<file path="config.mk">
export PLATFORM = sky130hd
export DESIGN_NAME = instr_reg
export DESIGN_NICKNAME = d
export VERILOG_FILES = /design/src/rtl/instr_reg.sv
export SDC_FILE = /design/constraint.sdc
export NUM_CORES = 1
export LEC_CHECK = 0
export ABC_CLOCK_PERIOD_IN_PS = 2200
export BUFFER_PORTS_ARGS = -buffer_cell sky130_fd_sc_hd__buf_2
export CAP_MARGIN = 15
export CORE_MARGIN = 2
export CORE_UTILIZATION = 49
export DETAILED_ROUTE_END_ITERATION = 10
export HOLD_SLACK_MARGIN = 0.02
export PLACE_DENSITY = 0.8
export SYNTH_ARGS = -nofsm -noshare
export SYNTH_HDL_FRONTEND = slang
export SYNTH_SLANG_ARGS = --single-unit
</file>
<file path="constraint.sdc">
create_clock -name clk -period 2.2 [get_ports clk]
set_input_delay 0.44 -clock clk [delete_from_list [all_inputs] [get_ports clk]]
set_output_delay 0.44 -clock clk [all_outputs]
set_load 0.03 [all_outputs]
</file>
<file path="src/rtl/instr_reg.sv">
// instr_reg: assembles one 2*DW-bit instruction from two byte fetches (high byte first)
// and presents its opcode and operand address once the instruction is complete.
module instr_reg #(
  parameter int DW  = 8,
  parameter int OPW = 3
) (
  input  logic           clk,
  input  logic           rst,
  input  logic           ena,
  input  logic           clr,
  input  logic [DW-1:0]  data,
  output logic [OPW-1:0] opcode,
  output logic [DW-1:0]  ir_ad,
  output logic           ir_valid,
  output logic           fetch_lo
);
  localparam logic [0:0] S_HI = 1'b0;
  localparam logic [0:0] S_LO = 1'b1;
  logic [0:0]     state;
  // Only the opcode bits of the staged high byte matter; the reserved bits are dropped.
  logic [OPW-1:0] hi_q;
  always_ff @(posedge clk or posedge rst)
    if (rst) begin
      state    <= S_HI;
      hi_q     <= '0;
      opcode   <= '0;
      ir_ad    <= '0;
      ir_valid <= 1'b0;
    end else if (clr) begin
      state    <= S_HI;
      ir_valid <= 1'b0;
    end else if (ena) begin
      if (state == S_HI) begin
        hi_q     <= data[DW-1 -: OPW];
        state    <= S_LO;
        ir_valid <= 1'b0;
      end else begin
        opcode   <= hi_q;
        ir_ad    <= data;
        ir_valid <= 1'b1;
        state    <= S_HI;
      end
    end
  assign fetch_lo = (state == S_LO);
endmodule

</file>
== After elaboration in Yosys (flattened, before gate mapping) ==
Index checks and enable logic that the tools add are counted.

* Add/sub/neg operators: 0
* $mul: 0
* Divide/modulo/power cells: 0
* Magnitude comparators: 0
* Equal/unequal tests: 0
* Shifts and indexed selects: 0
* Muxes and demuxes: 6
* Bitwise logic cells: 2
* Reductions and logical operators: 3

{| class="wikitable"
|+ Operators by type and width
! kind !! number
|-
| 1-bit 2-to-1 mux || 6
|-
| 3-bit AND reduction || 2
|-
| 1-bit NOT || 2
|-
| 2-bit nonzero test || 1
|}

* Register bits: 16
* Latch bits: 0
* Memory bits (writable): 0
* Memory bits (read-only): 0
* Input port bits: 12
* Word-level logic and storage cells: 16
* Memories kept: 0

== Longest topological paths before layout ==
Gate-level depths: netlist of run 1.

* Depth in word-level cells: 3
* Mapped depth: 3

== Least setup slack after synthesis of run 1 ==
No wires, ideal clock.

* Kind: reg-to-reg
* Start point: register state, in the netlist fetch_lo
* End point: register ir_ad[0]
* Arrival: 1194 ps
* Setup slack: 881 ps
* Cell stages (with the launch flop): 4
* Buffers on the path: 1
* Clock period less this slack: 1319 ps
* Path through: dfrtp_1 nand3b_1 buf_6 mux2_4

* Longest elaborated chain between the ends: 1

{| class="wikitable"
|+ Ends and longest elaborated chain
! item !! RTL line !! source
|-
| from (decl) || 19 || <nowiki>logic [0:0] state;</nowiki>
|-
| from (signal assigned) || 24 || <nowiki>state <= S_HI;</nowiki>
|-
| from (signal assigned) || 30 || <nowiki>state <= S_HI;</nowiki>
|-
| from (signal assigned) || 35 || <nowiki>state <= S_LO;</nowiki>
|-
| 3-bit AND reduction (no line) || -- ||
|-
| to (signal assigned) || 39 || <nowiki>ir_ad <= data;</nowiki>
|-
| to (decl) || 13 || <nowiki>output logic [DW-1:0] ir_ad,</nowiki>
|}

No other way between the ends.
A chain may end at the register's enable or synchronous reset.

== Worst setup path in the final report of run 1 ==
* Start point: register state, in the netlist fetch_lo
* End point: register ir_ad[1]

Same word-level chain as after synthesis.

==> results.md, run 1 <==
- Mux share of post-synthesis cell area: 31.2%
- Post-cts sizing count: 0
- Gr usage total: approximately 16%
- Vias in the first global route: between 300 and 400
- CTS tree: done
- Simple-gate portion of the synthesized area: ~4.2%
- Fmax achieved: around 0.68 GHz
- Synth cell types: 11
- Final min period: 1480 ps
- VDD IR-drop max: 721 uV
- Slew @ Worst Pin: 586 ps
- Vias: 403
- Leakage: 0.451 nW
- Final period utilization: 67.1%
- Nets: between 70 and 80
- Wire length of the first global-routing pass: 1590 um
- Die width: a little over 40 um
- Run status: finished, final reports clean
- CP endpoint kind: flop
- P&R area growth vs syn: 26.1%
- Setup Fix Bufs, Post-CTS: 0
- Critical R2R Launch: fetch_lo
- Clock buffer depth: 2
- Fill count: 104
- RR Endpoint: ir_ad[1]
- Placer Congestion: between 0.6 and 0.7
- Row Count: 13
- Synth Cell Area: 657 um2
- Total negative slack: 0 ps
- Req. time, crit path: 2370 ps
- Post-DR vias/cell: approximately 5.0
- DR WL/cell: between 10 and 15 um
- Ant diodes: 0
- Core ar.: 1270 um2
- Final Max Tran Viols: 0
- Reg-to-reg setup timing slack: 720 ps
- Slew margin rel.: around 60%
- Sequential area share after synthesis: 61.0%
- Dpl ws: 562 ps
- Final Hold Violating Endpoints: 0
- Synth Area in Adders: 0%
- Startpoint types: flop
- CP max stage cell: dfrtp_1
- Remaining global-route overflow: 0
- RSZ-0062 raised after global routing: no
- Pre-Repair DR Iteration Count: 4
- Largest net degree at the start of global routing: 17
- Register Area: 400 um2
- 1st-iter DRT viols: 6
- Post-synthesis compound-gate area fraction: 0%
- Pwr dens: about 1200 nW/um2
- Clk_skew: around 4.9 ps
- Final Setup Violations: 0
- Average footprint of a synthesized cell: roughly 17 um2
- DP Wirelength: 863 um
- Detail Route Antenna Nets: 0
- Worst Reg-to-Reg Cells: 3
- Total clock sinks: 16
- Initial antenna violation count: 0
- Setup CP Type: flop to flop
- Cells after Synth: 38
- Final WS setup: 723 ps
- Share of post-route cells with drive strength above 1: slightly above 60%
- XOR/XNOR Fraction of Synth Area: 1.33%
- DRC viols: 0
- Area of the multi-input gates: approximately 240 um2
- CTS buffer count: 3
- Initial Utilization: 51.8%
- Hold Crit Class: input port to async pin
- Largest family of logic cells by synthesized area: multiplexers
- Routed WL: 1150 um
- Die Y: 40.6 um
- Slowest stage delay, CP: 450 ps
- Port Buffers: 24
- CTS clock-pin slew for the worst setup and hold paths: 90 ps
- Die area: 1650 um2
- H-tree level count: 1
- Max-cap violations: 0
- Syn Nets: 50
- FF+latch count, synth: 16
- Top Ports: 25
- Cts hold-fix bufs: 0
- Root Driver: clkbuf_4
- Crit-path cells: nand3b_1, buf_4, mux2_4
- Total number of yosys warnings: 0
- Worst skew pair latency: 280 ps
- WP data arrival: 1650 ps
- Crit-path max FO: 6
placed cells by master (no fill, tap or decap), types with 2 or more instances in the layout:
cell type,count
nor2_1,2
mux2_4,10
clkbuf_4,3
buf_2,24
mux2_1,3
dfrtp_1,16
layout make-up:
type | count | share of cell area (%)
Inverter | 1 | 0.453
Multi-Input combinational cell | 20 | 29.2
Sequential cell | 16 | 48.3
Timing Repair Buffer | 25 | 15.4
Clock buffer | 4 | 4.38
Tap cell | 15 | 2.27
synth_stat cells:
master	number	area share, %
buf_6	1	1.7
mux2_1	3	5.1
dfrtp_1	16	61
nor2_1	2	1.1
xnor2_1	1	1.3
nor3b_2	1	1.9
inv_1	1	0.57
mux2_4	10	23
nand3b_1	1	1.1
mux2_2	1	1.7
mux2i_1	1	1.5
cell families after synthesis:
family / after synthesis
XOR/XNOR: 1
buffers and inverters: 2
multiplexers: 15
flip-flops: 16
AND/OR/NAND/NOR: 4
sequential cells by signal (all words and copies together) (netlist names):
register  count
fetch_lo      1
hi_q          3
opcode        3
ir_valid      1
ir_ad         8
per-stage QoR:
stage / area [um2] / power [mW] / hold WS (ps) / instances / utilization [%]
after CTS: 828 / 0.994 / 216 / 81 / 65.3
after floorplan: 657 / 0.694 / 354 / 38 / -
after global placement: 792 / 0.795 / 471 / 77 / 62.4
final: 828 / 0.985 / 204 / 81 / 65.3
after global routing: 828 / 1.03 / 258 / 81 / 65.3
after detailed placement: 792 / 0.804 / 479 / 77 / 62.4
where the power goes:
group	switching (mW)	internal (mW)
Clock	0.0888	0.101
Combinational	0.217	0.156
Sequential	0.0454	0.378
Total	0.351	0.634
how the worst max path moves through the flow:
stage | start | to | slack, ps | cells after the start
final | fetch_lo | ir_ad[1] | 720 | 3
after global placement | clr | ir_ad[1] | 590 | 4
after CTS | fetch_lo | ir_ad[1] | 730 | 3
after detailed placement | clr | ir_ad[1] | 560 | 4
after global routing | fetch_lo | ir_ad[1] | 690 | 3
after floorplan | fetch_lo | ir_ad[0] | 880 | 3
worst max-delay path, delay by kind of cell, from the launching register on:
| kind | cells | cell delay [ps] |
|---|---|---|
| DFF | 1 | 450 |
| and+or+nand+nor | 1 | 310 |
| muxes | 1 | 310 |
| buffers and inverters | 1 | 290 |
routing by layer:
metal | part of all wire [%] | GRT usage [%] | wire [um] | vias up
met3 | 7.7 | 4.35 | 89 | 2
met1 | 42 | 19.7 | 489 | 195
li1 | - | - | - | 187
met5 | 0 | 0 | 0 | -
met2 | 49 | 23.4 | 564 | 19
met4 | 0.69 | 12.5 | 8 | 0
(Power assumes the default switching activity.)
==> run 2, diff against run 1 <==
Settings changed: ABC_CLOCK_PERIOD_IN_PS 2200 to 1350, CORE_UTILIZATION 49 to 41, PLACE_DENSITY 0.8 to 0.71.
Clock period 2.2 ns to 1.35 ns, I/O delays scaled along.
==> results.md, run 2 (synthesis gave the netlist of run 1 again) <==
- Run status: finished, final reports clean
- Largest net degree at the start of global routing: 17 (unchanged)
- Most common cell after layout, fill and taps aside: buf_2
- Die width: 44.0 um (+8.4%)
- Root Driver: clkbuf_4
- Slowest stage delay, CP: 430 ps (-20 ps)
- Core ar.: 1510 um2 (+19%)
- Ant diodes: 0 (unchanged)
- Total clock sinks: 16 (unchanged)
- CTS clock-pin slew for the worst setup and hold paths: 90 ps (about the same)
- Slew @ Worst Pin: 296 ps (-290 ps)
- Nets: 81 (+2.5%)
- Remaining global-route overflow: 0 (unchanged)
- Largest regs: ir_ad (8), hi_q (3), opcode (3)
- Crit-path max FO: 11 (+5)
- Pwr dens: 1880 nW/um2 (+58%)
- Final core occ: 56.2% (-9.1 points)
- Total negative slack: 0 ps (unchanged)
- Vias: 394 (-2.2%)
- DR WL/cell: 12.2 um (-14%)
- Placer Congestion: 0.679 (+1.7%)
- DRC viols: 0 (unchanged)
- Final instance area: 847 um2 (+2.3%)
- Final min period: 1230 ps (-248 ps)
- Placed instance area: 801 um2 (+1.1%)
- Row Count: 14 (+1)
- Initial antenna violation count: 0 (unchanged)
- Die area: 1940 um2 (+17%)
- Die Y: 44.0 um (+8.4%)
- Fmax achieved: 0.814 GHz (+20%)
- Share of post-route cells with drive strength above 1: 61.8% (-0.36 points)
- Final Setup Violations: 0 (unchanged)
- Wire length of the first global-routing pass: 1770 um (+11%)
- P&R area growth vs syn: 29.0%
- Setup CP Type: flop to flop
- 1st-iter DRT viols: 4 (-2)
- CP endpoint kind: flop
- WP data arrival: 1400 ps (-250 ps)
- Req. time, crit path: 1520 ps (-850 ps)
- Post-cts sizing count: 0 (unchanged)
- DP Wirelength: 802 um (-7.1%)
- CTS buffer count: 3 (unchanged)
- Clk_skew: 0.821 ps (-4.11 ps)
- H-tree level count: 1 (unchanged)
- Initial Utilization: 43.6% (-8.2 points)
- Hold Crit Class: input port to flop
- Port Buffers: 24 (unchanged)
- Final Hold Violating Endpoints: 0 (unchanged)
- Leakage: 0.459 nW (+2.0%)
- Gr usage total: 13.1% (-2.9 points)
- Max-cap violations: 0 (unchanged)
- VDD IR-drop max: 804 uV (+11%)
- Detail Route Antenna Nets: 0 (unchanged)
- Biggest register: ir_ad
- Power Total: 1.59 mW (+62%)
- Leading cell types in the layout, fill and taps excluded: buf_2, dfrtp_1, mux2_4
- Clock buffer depth: 2 (unchanged)
- CTS tree: done
- Pre-Repair DR Iteration Count: 2 (-2)
- Post-DR vias/cell: 4.69 (-5.7%)
- RSZ-0062 raised after global routing: no
- Final period utilization: 91.0% (+24 points)
- Slew margin rel.: 80.2% (+19 points)
- Top Ports: 25 (unchanged)
- Worst skew pair latency: 280 ps (about the same)
- Vias in the first global route: 403 (+11%)
- Bufs and invs on worst path: 1 (unchanged)
- Crit-path cells: nand3b_1, buf_4, mux2_1
- Final Max Tran Viols: 0 (unchanged)
- Routed WL: 1020 um (-11%)
- Startpoint types: flop
- Crit path max-delay family: flip-flops
- CP max stage cell: dfrtp_1
- Number of flip-flops in the largest register: 8 (unchanged)
## run 2: cell types whose count changed in the layout (fill, tap and decap cells not counted), sizes merged
| cell | previous run | this run |
|---|---|---|
| buf | 25 | 26 |
| dlygate4sd3 | 0 | 1 |
## run 2: stage by stage
step	hold WS, ps	cells	setup WS, ps
2_1_floorplan	184	38	30.7
3_3_place_gp	277	79	150
3_5_place_dp	283	79	122
4_1_cts	170	84	110
5_1_grt	171	84	45.4
6_report	178	84	121
## run 2: path summary, 6_finish.rpt
check / from / end / slack (ps) / cells past startpoint
max in group asynchronous: rst / ir_ad[5] / 650 / 4
min in group asynchronous: rst / ir_ad[2] / 520 / 4
worst min register to register: hi_q[2] / hi_q[2] / 490 / 1
worst max-delay path: fetch_lo / ir_ad[3] / 120 / 3
worst max register to register: fetch_lo / ir_ad[3] / 120 / 3
worst min-delay path: clr / fetch_lo / 180 / 2
## run 2: worst register-to-register path, delay by kind of cell (launching register included)
family                 cells  cell delay, ps
flip-flops                 1             430
buffers and inverters      1             230
multiplexers               1             350
AND/OR/NAND/NOR            1             100
## run 2: area by class of cell
class                   count  area, um2
clock buffers               4       36.3
fillers                   134        659
inverters                   1       3.75
multi-input cells          20        241
flip-flops and latches     16        400
well taps                  16       20.0
repair buffers             27        145
## run 2: what timing repair did
| action | 4_1_cts | 5_1_grt |
|---|---|---|
| hold endpoints to repair | 16 | 0 |
| buffers inserted | 0 | 0 |
| hold buffers | 1 | 0 |
## run 2: where the power goes
group          internal (mW)  leakage, nW  switching [mW]
combinational          0.257        0.245           0.345
clock                  0.164       0.0210           0.140
sequential             0.615        0.194          0.0732
## run 2: metal layers
layer / up-vias / track usage, % / part of all wire [%]
li1: 191 / - / -
met4: 0 / 3.64 / 0.68
met5: - / 0 / 0
met2: 12 / 20.6 / 47
met1: 189 / 15.1 / 46
met3: 2 / 7.76 / 6.3
==> run 3, diff against run 2 <==
Settings changed: ABC_AREA set to 1.
==> results.md, run 3 <==
- Run status: finished, final reports clean
- CTS clock-pin slew for the worst setup and hold paths: 90 ps (about the same)
- Final WS setup: 73.7 ps (-47.3 ps)
- Syn Nets: 85 (+70%)
- Initial antenna violation count: 0 (unchanged)
- Clk_skew: 0.816 ps (-0.00516 ps)
- FF+latch count, synth: 16 (unchanged)
- Clock buffer depth: 2 (unchanged)
- DR WL/cell: 11.9 um (-2.6%)
- Final Setup Violations: 0 (unchanged)
- Worst skew pair latency: 280 ps (about the same)
- H-tree level count: 1 (unchanged)
- 1st-iter DRT viols: 14 (+10)
- DRC viols: 0 (unchanged)
- Post-synth EDFFs: 0 (unchanged)
- Sequential area share after synthesis: 59.1% (-1.8 points)
- Number of flip-flops in the largest register: 8 (unchanged)
- Vias in the first global route: 531 (+32%)
- Synth area leaders: dfrtp_1, nand2_1, nand4_1
- Vias: 570 (+45%)
- Row Count: 14 (unchanged)
- Top Ports: 25 (unchanged)
- CTS buffer count: 3 (unchanged)
- Top-area cell type share of the netlist area: 59.1% (-1.8 points)
- Core ar.: 1520 um2 (+1.2%)
- Die width: 44.6 um (+1.4%)
- Ys async rst share: 100% (unchanged)
- P&R area growth vs syn: 23.7%
- Slew margin rel.: 61.7% (-18 points)
- Crit-path cells: buf_2
- Total clock sinks: 16 (unchanged)
- Slowest stage delay, CP: 480 ps (+50 ps)
- Root Driver: clkbuf_4
- Largest net degree at the start of global routing: 17 (unchanged)
- Max-cap violations: 0 (unchanged)
- CTS tree: done
- Synth Cell Area: 677 um2 (+3.0%)
- VDD IR-drop max: 725 uV (-9.8%)
- Bufs and invs on worst path: 1 (unchanged)
- Total negative slack: 0 ps (unchanged)
- Ant diodes: 0 (unchanged)
- Dpl ws: 323 ps (+201 ps)
- WP data arrival: 1010 ps (-390 ps)
- Final Max Tran Viols: 0 (unchanged)
- Synth top cells by count: nand2_1, dfrtp_1, nand4_1
- Routed WL: 1370 um (+33%)
- Crit path max-delay family: flip-flops
- Remaining global-route overflow: 0 (unchanged)
- Die Y: 44.6 um (+1.4%)
- Wire length of the first global-routing pass: 2210 um (+25%)
- Total number of yosys warnings: 0 (unchanged)
- Setup Fix Bufs, Post-CTS: 0 (unchanged)
- Fmax achieved: 0.783 GHz (-3.7%)
- CP max stage cell: dfrtp_1
- Cell with the most instances after synthesis: nand2_1
- Leading cell types in the layout, fill and taps excluded: nand2_1, buf_2, dfrtp_1
- Hold Crit Class: input port to async pin
- Average footprint of a synthesized cell: 9.27 um2 (-46%)
- Post-synth top flop: dfrtp_1
- Req. time, crit path: 1080 ps (-440 ps)
- Slew @ Worst Pin: 573 ps (+277 ps)
- Initial Utilization: 44.4% (+0.81 points)
- Cells after Synth: 73 (+92%)
- Pwr dens: 1630 nW/um2 (-14%)
- Final period utilization: 94.5% (+3.5 points)
- Pre-Repair DR Iteration Count: 4 (+2)
- Final min period: 1280 ps (+47.3 ps)
- Largest regs: ir_ad (8), hi_q (3), opcode (3)
- Post-cts sizing count: 0 (unchanged)
- Placer Congestion: 0.772 (+14%)
- Port Buffers: 24 (unchanged)
- Most common cell after layout, fill and taps aside: nand2_1
- RSZ-0062 raised after global routing: no
- Final Hold Violating Endpoints: 0 (unchanged)
- Cts hold-fix bufs: 0 (-1)
- Leakage: 0.494 nW (+7.6%)
- Nets: 112 (+38%)
- Setup CP Type: flop to primary output
- Die area: 1990 um2 (+2.8%)
- Area leader, netlist: dfrtp_1
- CP endpoint kind: primary output
- Gr usage total: 15.6% (+2.5 points)
- Fill count: 134 (unchanged)
- Startpoint types: flop
- Crit-path max FO: 7 (-4)
- Biggest register: ir_ad
- Share of post-route cells with drive strength above 1: 33.3% (-28 points)
- DP Wirelength: 1040 um (+29%)
- Synth cell types: 10 (-1)
- Post-DR vias/cell: 4.96 (+5.7%)
- Detail Route Antenna Nets: 0 (unchanged)
-- run 3: cell count changes after synthesis, moves of 2 or more --
cell     before  now
nand2_1       0   31
mux2_4       10    0
mux2_1        3    0
nand4_1       0   11
nor2_1        2    0
buf_4         0    3
nand3_1       0    5
inv_1         1    3
-- run 3: worst paths after layout --
check                      slack [ps]  startpoint  depth (start not counted)        to
setup / recovery                   70    fetch_lo                          1  fetch_lo
min in group clk                  240     data[3]                          3  ir_ad[3]
hold reg to reg                   470    ir_ad[3]                          2  ir_ad[3]
max in group asynchronous         950         rst                          2  ir_ad[3]
hold / removal                     30         rst                          2  ir_ad[2]
setup reg to reg                  300    fetch_lo                          3  ir_ad[5]
-- run 3: layout make-up --
cell class	instances	area, um2	share of cell area (%)
tap	16	20.0	2.39
sequential	16	400	47.8
timing repair buffer	27	143	17.0
inverter	3	11.3	1.35
multi-input combinational	49	226	27.1
clock buffer	4	36.3	4.33
-- run 3: logic make-up (layout without fill, tap and decap cells) --
family | count (synthesis) | after routing | share of synthesized area [%]
buffers and inverters | 8 | 34 | 7.39
DFF | 16 | 16 | 59.1
and+or+nand+nor | 49 | 49 | 33.5
-- run 3: where the power goes --
group / internal, mW / switching (mW) / leakage [nW]
clock network: 0.164 / 0.145 / 0.0210
registers: 0.580 / 0.0546 / 0.203
logic: 0.120 / 0.298 / 0.270
-- run 3: through the flow --
stage               area, um2  utilization, %  instances  power [mW]  hold WS, ps
global placement          801            52.5        111        1.06          362
global route              837            54.9        115        1.43         85.8
floorplan                 677               -         73       0.932          184
detailed placement        801            52.5        111        1.07          363
CTS                       837            54.9        115        1.37         48.9
finish                    837            54.9        115        1.36         30.3
-- run 3: routing by layer --
metal / share of wire (%) / global-route usage [%] / up-vias
met2: 52 / 24.3 / 11
met5: 0 / 0 / -
met4: 1.0 / 10.3 / 0
li1: - / - / 296
met3: 3.2 / 4.49 / 2
met1: 44 / 18.5 / 261
